**src/rtl/uart_rx_core.sv**
```systemverilog
// Oversampling 8N1 UART receiver: 16 ticks per bit, 3-sample majority vote per bit,
// registered byte/strobe outputs. The stop bit is decided early so back-to-back frames resync.
module uart_rx_core #(
  parameter int DATA_BITS   = 8,
  parameter int SYNC_STAGES = 2
) (
  input  logic                 clk,
  input  logic                 reset,
  input  logic [15:0]          baud_divisor,
  input  logic                 rx,
  output logic [DATA_BITS-1:0] rx_data,
  output logic                 rx_ready,
  output logic                 frame_err,
  output logic                 rx_busy,
  output logic                 rx_tickk
);

  typedef enum logic [2:0] {
    S_IDLE,
    S_START,
    S_DATA,
    S_STOP,
    S_BRK
  } state_t;

  state_t state_q, state_d;

  logic [SYNC_STAGES-1:0] sync_q;
  logic                   rxs;

  logic [15:0] div_q, div_d, div_lim;
  logic        tick, tick_q;

  logic [3:0]           tcnt_q, tcnt_d;
  logic [3:0]           bcnt_q, bcnt_d;
  logic [2:0]           samp_q, samp_d;
  logic [DATA_BITS-1:0] shreg_q, shreg_d;
  logic [DATA_BITS-1:0] data_q, data_d;
  logic                 ready_q, ready_d;
  logic                 ferr_q, ferr_d;

  logic vote_mid, vote_stop;
  logic cnt_run, tcnt_clr, samp_en, shift_en, bcnt_clr, done_ok, done_err;

  function automatic logic maj3(input logic a, input logic b, input logic c);
    return (a & b) | (a & c) | (b & c);
  endfunction

  // Synchronizer resets to the idle level so reset release never looks like a start bit.
  always_ff @(posedge clk or negedge reset) begin
    if (!reset) sync_q <= '1;
    else        sync_q <= {sync_q[SYNC_STAGES-2:0], rx};
  end
  assign rxs = sync_q[SYNC_STAGES-1];

  // Free-running tick divider; >= lets a reduced divisor take effect without waiting a full wrap.
  assign div_lim = (baud_divisor > 16'd1) ? (baud_divisor - 16'd1) : 16'd0;
  assign tick    = (div_q >= div_lim);
  assign div_d   = tick ? 16'd0 : (div_q + 16'd1);

  always_ff @(posedge clk or negedge reset) begin
    if (!reset) begin
      div_q  <= '0;
      tick_q <= 1'b0;
    end else begin
      div_q  <= div_d;
      tick_q <= tick;
    end
  end

  assign vote_mid  = maj3(samp_q[0], samp_q[1], samp_q[2]);
  // In STOP the third sample is the live value on the deciding tick.
  assign vote_stop = maj3(samp_q[0], samp_q[1], rxs);

  always_ff @(posedge clk or negedge reset) begin
    if (!reset) state_q <= S_IDLE;
    else        state_q <= state_d;
  end

  always_comb begin
    state_d = state_q;
    case (state_q)
      S_IDLE:  if (tick && !rxs) state_d = S_START;
      S_START: if (tick && tcnt_q == 4'd15) state_d = vote_mid ? S_IDLE : S_DATA;
      S_DATA:  if (tick && tcnt_q == 4'd15 && bcnt_q == 4'(DATA_BITS-1)) state_d = S_STOP;
      S_STOP:  if (tick && tcnt_q == 4'd9) state_d = vote_stop ? S_IDLE : S_BRK;
      S_BRK:   if (rxs) state_d = S_IDLE;
      default: state_d = S_IDLE;
    endcase
  end

  always_comb begin
    rx_busy  = 1'b1;
    cnt_run  = 1'b0;
    tcnt_clr = 1'b0;
    shift_en = 1'b0;
    bcnt_clr = 1'b0;
    done_ok  = 1'b0;
    done_err = 1'b0;
    case (state_q)
      S_IDLE: begin
        rx_busy  = 1'b0;
        tcnt_clr = tick && !rxs;
      end
      S_START: begin
        cnt_run  = tick;
        bcnt_clr = tick && tcnt_q == 4'd15;
      end
      S_DATA: begin
        cnt_run  = tick;
        shift_en = tick && tcnt_q == 4'd15;
      end
      S_STOP: begin
        cnt_run  = tick;
        done_ok  = tick && tcnt_q == 4'd9 && vote_stop;
        done_err = tick && tcnt_q == 4'd9 && !vote_stop;
      end
      default: ;
    endcase
  end

  assign samp_en = cnt_run && (tcnt_q >= 4'd7) && (tcnt_q <= 4'd9);

  always_comb begin
    tcnt_d  = tcnt_q;
    bcnt_d  = bcnt_q;
    samp_d  = samp_q;
    shreg_d = shreg_q;
    data_d  = data_q;
    ready_d = done_ok;
    ferr_d  = done_err;
    if (tcnt_clr)     tcnt_d = 4'd0;
    else if (cnt_run) tcnt_d = tcnt_q + 4'd1;
    if (bcnt_clr)      bcnt_d = 4'd0;
    else if (shift_en) bcnt_d = bcnt_q + 4'd1;
    if (samp_en) begin
      case (tcnt_q)
        4'd7:    samp_d[0] = rxs;
        4'd8:    samp_d[1] = rxs;
        default: samp_d[2] = rxs;
      endcase
    end
    // Line order is LSB first, so shifting in at the MSB leaves bit 0 at the bottom.
    if (shift_en) shreg_d = {vote_mid, shreg_q[DATA_BITS-1:1]};
    if (done_ok || done_err) data_d = shreg_q;
  end

  always_ff @(posedge clk or negedge reset) begin
    if (!reset) begin
      tcnt_q  <= '0;
      bcnt_q  <= '0;
      samp_q  <= '1;
      shreg_q <= '0;
      data_q  <= '0;
      ready_q <= 1'b0;
      ferr_q  <= 1'b0;
    end else begin
      tcnt_q  <= tcnt_d;
      bcnt_q  <= bcnt_d;
      samp_q  <= samp_d;
      shreg_q <= shreg_d;
      data_q  <= data_d;
      ready_q <= ready_d;
      ferr_q  <= ferr_d;
    end
  end

  assign rx_data   = data_q;
  assign rx_ready  = ready_q;
  assign frame_err = ferr_q;
  assign rx_tickk  = tick_q;

endmodule

```
**config.mk**
```make
export PLATFORM = sky130hd
export DESIGN_NAME = uart_rx_core
export DESIGN_NICKNAME = d
export VERILOG_FILES = /design/src/rtl/uart_rx_core.sv
export SDC_FILE = /design/constraint.sdc
export NUM_CORES = 1
export LEC_CHECK = 0
export CAP_MARGIN = 10
export CORE_MARGIN = 5
export CORE_UTILIZATION = 59
export DETAILED_ROUTE_END_ITERATION = 10
export PLACE_DENSITY_LB_ADDON = 0.1
export SETUP_SLACK_MARGIN = 0.2
export SKIP_CTS_REPAIR_TIMING = 1
export SYNTH_ARGS = -nofsm -noshare
export SYNTH_HDL_FRONTEND = slang
export SYNTH_SLANG_ARGS = --single-unit
```
**constraint.sdc**
```tcl
create_clock -name clk -period 5.05 [get_ports clk]
set_input_delay 0.7575 -clock clk [delete_from_list [all_inputs] [get_ports clk]]
set_output_delay 0.7575 -clock clk [all_outputs]
set_load 0.1 [all_outputs]
```
==> results of run 1 <==
[layer usage]
layer / global-route usage / vias up
met5: 0 / -
met4: 0.04153 / 0
met3: 0.03838 / 4
met2: 0.3150 / 32
met1: 0.2328 / 1072
li1: - / 1142
[worst max-delay path by stage]
stage	startpoint	endpoint	slack (ns)	cells past startpoint
3_5_place_dp	baud_divisor[9]	shreg_q[3]$_DFFE_PN0P_	0.52	13
5_1_grt	baud_divisor[9]	shreg_q[6]$_DFFE_PN0P_	0.57	13
4_1_cts	baud_divisor[9]	shreg_q[6]$_DFFE_PN0P_	0.82	13
2_1_floorplan	baud_divisor[11]	shreg_q[4]$_DFFE_PN0P_	1.42	14
6_report	baud_divisor[9]	shreg_q[3]$_DFFE_PN0P_	0.86	13
3_3_place_gp	baud_divisor[9]	rx_data[0]$_DFFE_PN0P_	0.59	14
[kinds of logic after synthesis]
family / after synthesis / synth area share
and+or+nand+nor: 121 / 0.2038
DFF: 51 / 0.4194
AOI/OAI and AO/OA: 43 / 0.09575
adders and majority gates: 26 / 0.1047
xor gates and xnor gates: 24 / 0.06874
muxes: 22 / 0.07979
buffers and inverters: 19 / 0.02782
[final cells by class]
type / instances / area [sq um] / share of cell area
well taps: 70 / 87.58 / 0.02481
repair buffers: 33 / 317.8 / 0.09004
inverters: 9 / 33.78 / 0.009571
clock buffers: 6 / 82.58 / 0.02340
clock inverters: 2 / 35.03 / 0.009926
flip-flops and latches: 51 / 1282 / 0.3633
multi-input cells: 236 / 1690 / 0.4789
[per-stage QoR]
step	instances	util	setup slack (ns)	cell area, sq um
after global routing	407	0.6955	0.5710	3530
after global placement	399	0.6723	0.5943	3412
after floorplan	306	-	1.424	3058
final	407	0.6955	0.8582	3530
after detailed placement	399	0.6723	0.5205	3412
after CTS	407	0.6955	0.8249	3530
[registers in the layout, summed over array words and instances, names as in the netlist]
register	count
div_q	16
shreg_q	8
samp_q	3
rx_ready	1
rx_tickk	1
bcnt_q	4
rx_data	8
tcnt_q	4
frame_err	1
sync_q	2
state_q	3
[critical path, cell delays in order]
cell	delay (ns)
clkdlybuf4s50_1	0.48
or4_4	0.55
or3_4	0.37
nor2_4	0.13
nand2_2	0.18
o21ai_0	0.16
ha_1	0.20
a211oi_1	0.05
o21ai_1	0.09
a41oi_1	0.17
o21ai_2	0.35
nand3_1	0.43
mux2_1	0.45
[cell usage in the layout (no fill, tap or decap), drive strengths merged, types with 7 or more instances in the layout]
cell type,netlist,final
clkdlybuf4s50,0,29
inv,9,9
xor2,17,17
nand3,13,13
xnor2,7,7
nand2,31,31
a21oi,11,11
mux2,19,19
nor4,7,7
ha,24,24
dfrtp,46,46
nor2,34,34
o21ai,12,12
[power groups by stage]
stage | registers (uW) | clock network, uW | logic, uW
finish | 468 | 283 | 133
global route | 475 | 312 | 158
CTS | 468 | 294 | 136
detailed placement | 476 | 0 | 134
global placement | 475 | 0 | 130
floorplan | 467 | 0 | 89.9
==> metrics.txt, run 1 <==
# TYPE chip_impl_metric gauge
chip_impl_info{name="outcome",value="completed"} 1
chip_impl_metric{name="final.hold.worst_slack",unit="ns"} 0.3610
chip_impl_metric{name="yosys_warnings",unit=""} 0
chip_impl_metric{name="fmaxAchievable",unit="GHz"} 0.2386
chip_impl_metric{name="clock_sinks",unit=""} 51
chip_impl_metric{name="count_of_pins_on_the_block_boundary",unit=""} 31
chip_impl_info{name="cts_tree",value="built"} 1
chip_impl_metric{name="final.setup.tns",unit="ns"} 0
chip_impl_metric{name="num-fill-cells",unit=""} 406
chip_impl_metric{name="syn_avg_cell_area",unit="sq um"} 9.993
chip_impl_metric{name="share_comb_of_total_power",unit=""} 0.151
chip_impl_info{name="synthFlopType",value="dfrtp_1"} 1
chip_impl_metric{name="synthesis.instances",unit=""} 306
chip_impl_metric{name="place.gp.congestion",unit=""} 0.7853
chip_impl_metric{name="dieWidth",unit="um"} 81.99
chip_impl_info{name="crit_type",value="primary input to flip-flop"} 1
chip_impl_metric{name="via_per_inst",unit=""} 5.528
chip_impl_metric{name="reg2regPathDepth",unit=""} 8
chip_impl_metric{name="fp.dieArea",unit="sq um"} 6722
chip_impl_metric{name="global_router_s_overall_resource_usage",unit=""} 0.1819
chip_impl_metric{name="holdPathStages",unit=""} 0
chip_impl_metric{name="grt_pass1_vias",unit=""} 2219
chip_impl_metric{name="worst_slew_margin_rel",unit=""} 0.3466
chip_impl_metric{name="seq_area_frac_synth",unit=""} 0.4194
chip_impl_metric{name="grt_antenna_before_repair",unit=""} 0
chip_impl_metric{name="power.clock.fraction",unit=""} 0.320
chip_impl_metric{name="finalMaxSlewViolations",unit=""} 0
chip_impl_metric{name="worst-endpoint-arrival",unit="ns"} 4.37
chip_impl_metric{name="cellPowerDensity",unit="nW/um^2"} 250.7
chip_impl_metric{name="vias",unit=""} 2250
chip_impl_info{name="routed.top_layer",value="met4"} 1
chip_impl_info{name="min_to",value="sync_q[1]$_DFF_PN1_"} 1
chip_impl_metric{name="final_cycle_utilization_of_the_critical_path",unit=""} 0.8301
chip_impl_metric{name="ff2ff_setup_slack",unit="ns"} 2.56
chip_impl_metric{name="routed_wire_length_per_instance",unit="um"} 13.38
chip_impl_metric{name="dp.final_hpwl",unit="mm"} 4.102
chip_impl_metric{name="postRouteWirelength",unit="mm"} 5.446
chip_impl_metric{name="setup_viol",unit=""} 0
chip_impl_metric{name="final_hold_viol_count",unit=""} 0
chip_impl_info{name="cts_root_buffer",value="clkbuf_8"} 1
chip_impl_metric{name="numPortBuffers",unit=""} 30
chip_impl_info{name="post-synth-top-area-cell",value="dfrtp_1"} 1
chip_impl_info{name="min-delay-path-class",value="flip-flop to flip-flop"} 1
chip_impl_info{name="synthMostInstantiatedCell",value="dfrtp_1"} 1
chip_impl_metric{name="path_clk_slew",unit="ns"} 0.09
chip_impl_metric{name="net-switching-power",unit="uW"} 224.7
chip_impl_metric{name="synth_largest_type_area_fraction",unit=""} 0.3764
chip_impl_info{name="synth_top_cells_by_area",value="dfrtp_1 (38%), ha_1 (9.8%), mux2_2 (5.2%)"} 1
chip_impl_info{name="endpoint_kind",value="flip-flop"} 1
chip_impl_metric{name="period_needed",unit="ns"} 4.192
chip_impl_metric{name="coreArea",unit="sq um"} 5075
chip_impl_metric{name="h-tree-depth",unit=""} 2
chip_impl_info{name="rsz_0062_raised_after_global_routing",value="false"} 1
chip_impl_metric{name="cellInternalPower",unit="uW"} 660.2
chip_impl_metric{name="max-cap-violations",unit=""} 0
chip_impl_metric{name="timing.clock.skew",unit="ns"} 0.007802
chip_impl_metric{name="yosys_register_bits",unit=""} 51
chip_impl_metric{name="worst-endpoint-required",unit="ns"} 5.23
chip_impl_metric{name="detail_route.wirelength.met1",unit="mm"} 2.495
chip_impl_metric{name="cts-buffers-inserted",unit=""} 5
chip_impl_metric{name="worstMarginPinSlew",unit="ns"} 0.9771
chip_impl_metric{name="p_seq_frac",unit=""} 0.529
chip_impl_metric{name="power.share.switching",unit=""} 0.2539
chip_impl_info{name="regToRegEndpoint",value="shreg_q[3]$_DFFE_PN0P_"} 1
chip_impl_metric{name="synthToLayoutAreaGrowth",unit="%"} 15.43
chip_impl_metric{name="dr.pass1.iters",unit=""} 4
chip_impl_metric{name="violation_count_after_the_first_detailed_route_iteration",unit=""} 96
chip_impl_metric{name="synth_area",unit="sq um"} 3058
chip_impl_metric{name="grt_first_pass_wirelength",unit="mm"} 9.715
chip_impl_info{name="worstHoldStart",value="sync_q[0]$_DFF_PN1_"} 1
chip_impl_info{name="crit-reg2reg-launch",value="div_q[0]$_DFF_PN0_"} 1
chip_impl_metric{name="placement_rows",unit=""} 26
chip_impl_metric{name="antenna_cells_inserted",unit=""} 0
chip_impl_metric{name="maximum_number_of_pins_on_one_net_before_global_route_repair",unit=""} 52
chip_impl_metric{name="total_power",unit="uW"} 885.0
chip_impl_metric{name="die_h",unit="um"} 81.99
chip_impl_metric{name="remaining_drc_errors",unit=""} 0
chip_impl_metric{name="floorplan.initialDensity",unit=""} 0.6026
chip_impl_metric{name="met3_wirelength",unit="um"} 215
chip_impl_info{name="post_synth_most_frequent_cells",value="dfrtp_1 (46), nor2_1 (33), nand2_1 (27), ha_1 (24), xor2_1 (17)"} 1
chip_impl_metric{name="drtAntennaViolNets",unit=""} 0
chip_impl_metric{name="synth_fp_nets",unit=""} 349
chip_impl_metric{name="nets",unit=""} 379
chip_impl_metric{name="global_route_congestion_overflow_total",unit=""} 0
chip_impl_metric{name="path_max_fanout",unit=""} 13
chip_impl_info{name="timing.critical_path.from_type",value="primary input"} 1
chip_impl_metric{name="synth_enable_flop_cells",unit=""} 0
chip_impl_metric{name="peakVddDrop",unit="mV"} 0.1545
chip_impl_metric{name="power.leakage",unit="uW"} 0.001647
chip_impl_metric{name="fraction_of_layout_instances_using_a_drive_strength_above_1",unit=""} 0.1246
chip_impl_metric{name="route.met2.wl",unit="mm"} 2.686
chip_impl_metric{name="number_of_buffers_on_the_longest_clock_path",unit=""} 2
chip_impl_metric{name="synthDistinctLibCells",unit=""} 54
chip_impl_metric{name="clk_latency",unit="ns"} 0.29
chip_impl_metric{name="asyncSetResetFlopFracSynth",unit=""} 1.000
Note: power is estimated with default switching activity, not from simulation.
==> run 2: changes to the inputs <==
--- a/config.mk
+++ b/config.mk
@@ -7,7 +7,7 @@
 export LEC_CHECK = 0
 export CAP_MARGIN = 10
 export CORE_MARGIN = 5
-export CORE_UTILIZATION = 59
+export CORE_UTILIZATION = 52
 export DETAILED_ROUTE_END_ITERATION = 10
 export PLACE_DENSITY_LB_ADDON = 0.1
 export SETUP_SLACK_MARGIN = 0.2
==> constraint.sdc (replaced) <==
create_clock -name clk -period 3.4 [get_ports clk]
set_input_delay 0.51 -clock clk [delete_from_list [all_inputs] [get_ports clk]]
set_output_delay 0.51 -clock clk [all_outputs]
set_load 0.1 [all_outputs]
==> metrics.txt, run 2 (synthesis results as in run 1) <==
# TYPE chip_impl_metric gauge
chip_impl_metric{name="clock_sinks",unit=""} 51
chip_impl_metric{name="final_hold_viol_count",unit=""} 0
chip_impl_metric{name="grt_first_pass_wirelength",unit="mm"} 10.52
chip_impl_metric{name="period_needed",unit="ns"} 3.299
chip_impl_metric{name="path_max_fanout",unit=""} 6
chip_impl_metric{name="worst_slew_margin_rel",unit=""} 0.3457
chip_impl_metric{name="drtAntennaViolNets",unit=""} 0
chip_impl_metric{name="count_of_pins_on_the_block_boundary",unit=""} 31
chip_impl_metric{name="antenna_cells_inserted",unit=""} 0
chip_impl_metric{name="vias",unit=""} 2492
chip_impl_metric{name="multi_input_area",unit="sq um"} 1931
chip_impl_metric{name="worst-endpoint-required",unit="ns"} 3.59
chip_impl_info{name="cts_root_buffer",value="clkbuf_8"} 1
chip_impl_metric{name="setup_viol",unit=""} 0
chip_impl_metric{name="floorplan.initialDensity",unit=""} 0.5258
chip_impl_info{name="worstSetupEndpoint",value="shreg_q[1]$_DFFE_PN0P_"} 1
chip_impl_info{name="cts_tree",value="built"} 1
chip_impl_info{name="min-delay-path-class",value="primary input to asynchronous set/reset pin"} 1
chip_impl_metric{name="timing.clock.skew",unit="ns"} 0.009419
chip_impl_info{name="most-common-layout-cells",value="dfrtp_1 (46), nor2_1 (31), buf_4 (28)"} 1
chip_impl_metric{name="dp.final_hpwl",unit="mm"} 4.602
chip_impl_metric{name="number_of_buffers_on_the_longest_clock_path",unit=""} 2
chip_impl_metric{name="final_cycle_utilization_of_the_critical_path",unit=""} 0.9703
chip_impl_metric{name="dpl-instance-area",unit="sq um"} 3638
chip_impl_info{name="crit_type",value="primary input to flip-flop"} 1
chip_impl_info{name="endpoint_kind",value="flip-flop"} 1
chip_impl_metric{name="path_clk_slew",unit="ns"} 0.10
chip_impl_info{name="final_common_cell",value="dfrtp_1"} 1
chip_impl_metric{name="place.gp.congestion",unit=""} 0.8394
chip_impl_metric{name="grt_antenna_before_repair",unit=""} 0
chip_impl_metric{name="clk_latency",unit="ns"} 0.30
chip_impl_metric{name="num-fill-cells",unit=""} 445
chip_impl_info{name="rsz_0062_raised_after_global_routing",value="true"} 1
chip_impl_metric{name="nets",unit=""} 419
chip_impl_metric{name="finalMaxSlewViolations",unit=""} 0
chip_impl_metric{name="h-tree-depth",unit=""} 2
chip_impl_metric{name="worstMarginPinSlew",unit="ns"} 0.9783
chip_impl_metric{name="max-cap-violations",unit=""} 0
chip_impl_metric{name="die_h",unit="um"} 86.69
chip_impl_metric{name="cellPowerDensity",unit="nW/um^2"} 332.1
chip_impl_metric{name="via_per_inst",unit=""} 5.513
chip_impl_metric{name="routed_wire_length_per_instance",unit="um"} 15.43
chip_impl_metric{name="dieWidth",unit="um"} 86.69
chip_impl_metric{name="finalInstanceArea",unit="sq um"} 4193
chip_impl_metric{name="coreArea",unit="sq um"} 5816
chip_impl_metric{name="postRouteWirelength",unit="mm"} 6.976
chip_impl_metric{name="maximum_number_of_pins_on_one_net_before_global_route_repair",unit=""} 31
chip_impl_metric{name="global_route_congestion_overflow_total",unit=""} 0
chip_impl_metric{name="fp.dieArea",unit="sq um"} 7514
chip_impl_metric{name="power.leakage",unit="uW"} 0.002047
chip_impl_metric{name="worst-endpoint-arrival",unit="ns"} 3.49
chip_impl_metric{name="fraction_of_layout_instances_using_a_drive_strength_above_1",unit=""} 0.3050
chip_impl_info{name="worstSetupStartpoint",value="baud_divisor[10]"} 1
chip_impl_metric{name="reg2regPathDepth",unit=""} 8
chip_impl_info{name="outcome",value="completed"} 1
chip_impl_metric{name="grt_pass1_vias",unit=""} 2441
chip_impl_metric{name="violation_count_after_the_first_detailed_route_iteration",unit=""} 59
chip_impl_metric{name="numPortBuffers",unit=""} 30
chip_impl_info{name="largest-register",value="div_q"} 1
chip_impl_metric{name="peakVddDrop",unit="mV"} 0.2176
chip_impl_metric{name="fmaxAchievable",unit="GHz"} 0.3031
chip_impl_metric{name="final.hold.worst_slack",unit="ns"} 0.2354
chip_impl_metric{name="global_router_s_overall_resource_usage",unit=""} 0.1710
chip_impl_metric{name="placement_rows",unit=""} 28
chip_impl_info{name="regToRegEndpoint",value="shreg_q[1]$_DFFE_PN0P_"} 1
chip_impl_metric{name="synthToLayoutAreaGrowth",unit="%"} 37.11
chip_impl_info{name="crit-reg2reg-launch",value="div_q[2]$_DFF_PN0_"} 1
chip_impl_metric{name="largest_register_ffs",unit=""} 16
chip_impl_metric{name="dr.pass1.iters",unit=""} 4
chip_impl_metric{name="remaining_drc_errors",unit=""} 0
chip_impl_metric{name="cts-buffers-inserted",unit=""} 5
chip_impl_metric{name="regArea",unit="sq um"} 1282
chip_impl_info{name="timing.critical_path.from_type",value="primary input"} 1
chip_impl_metric{name="ff2ff_setup_slack",unit="ns"} 1.23
run 2: cell count changes in the layout (fill, tap and decap cells not counted), sizes merged:
cell,delta
buf,+36
clkdlybuf4s50,-11
dlymetal6s2s,+8
clkbuf,+5
nand2,+2
clkinv,-1
inv,+1
run 2: how the worst min path moves through the flow:
stage                             start                endpoint  slack [ns]  cells past startpoint
global route                      reset  rx_data[2]$_DFFE_PN0P_        0.28                      1
detailed placement  sync_q[0]$_DFF_PN1_     sync_q[1]$_DFF_PN1_        0.35                      0
floorplan                         reset   bcnt_q[0]$_DFFE_PN0P_        0.21                      0
finish                            reset  rx_data[4]$_DFFE_PN0P_        0.24                      1
CTS                               reset  rx_data[4]$_DFFE_PN0P_        0.25                      1
global placement    sync_q[0]$_DFF_PN1_     sync_q[1]$_DFF_PN1_        0.35                      0
run 2: final cells by class:
cell class                 count  area share
multi-input combinational    238      0.4605
sequential                    51      0.3059
timing repair buffer          71      0.1743
tap                           75     0.02238
clock buffer                   6     0.01970
clock inverter                 2    0.009251
inverter                       9    0.008057
run 2: worst max-delay path, stage by stage:
cell     delay [ns]
buf_6          0.09
or4_4          0.53
or3_4          0.42
nor2_4         0.19
buf_6          0.14
a21oi_4        0.05
ha_1           0.28
nor2b_1        0.04
o21ai_1        0.16
a41oi_2        0.16
o21ai_4        0.29
nand3_4        0.14
buf_12         0.17
mux2_4         0.30
run 2: routing by layer:
metal | vias to the layer above | wire [um] | GRT usage
met1 | 1204 | 2989 | 0.2110
met2 | 53 | 3596 | 0.3088
met3 | 10 | 284 | 0.02471
met4 | 0 | 106 | 0.04958
li1 | 1225 | - | -
met5 | - | 0 | 0
run 2: through the flow:
step / total power, uW / util / setup TNS [ns] / instances / setup WS [ns]
final: 1393 / 0.7210 / 0 / 452 / 0.1010
after global routing: 1473 / 0.7210 / 0 / 452 / 0.03026
after CTS: 1380 / 0.6465 / -1.912 / 438 / -0.1733
after detailed placement: 942.0 / 0.6256 / -14.06 / 430 / -0.4706
after global placement: 934.1 / 0.6256 / -10.77 / 430 / -0.3682
after floorplan: 836.6 / - / 0 / 306 / 0.2132
run 2: power breakdown:
part / internal, uW / switching [uW] / leakage (uW)
registers: 646 / 50.1 / 0.000655
logic: 128 / 128 / 0.00133
clock network: 242 / 198 / 0.0000618
total: 1020 / 377 / 0.00205
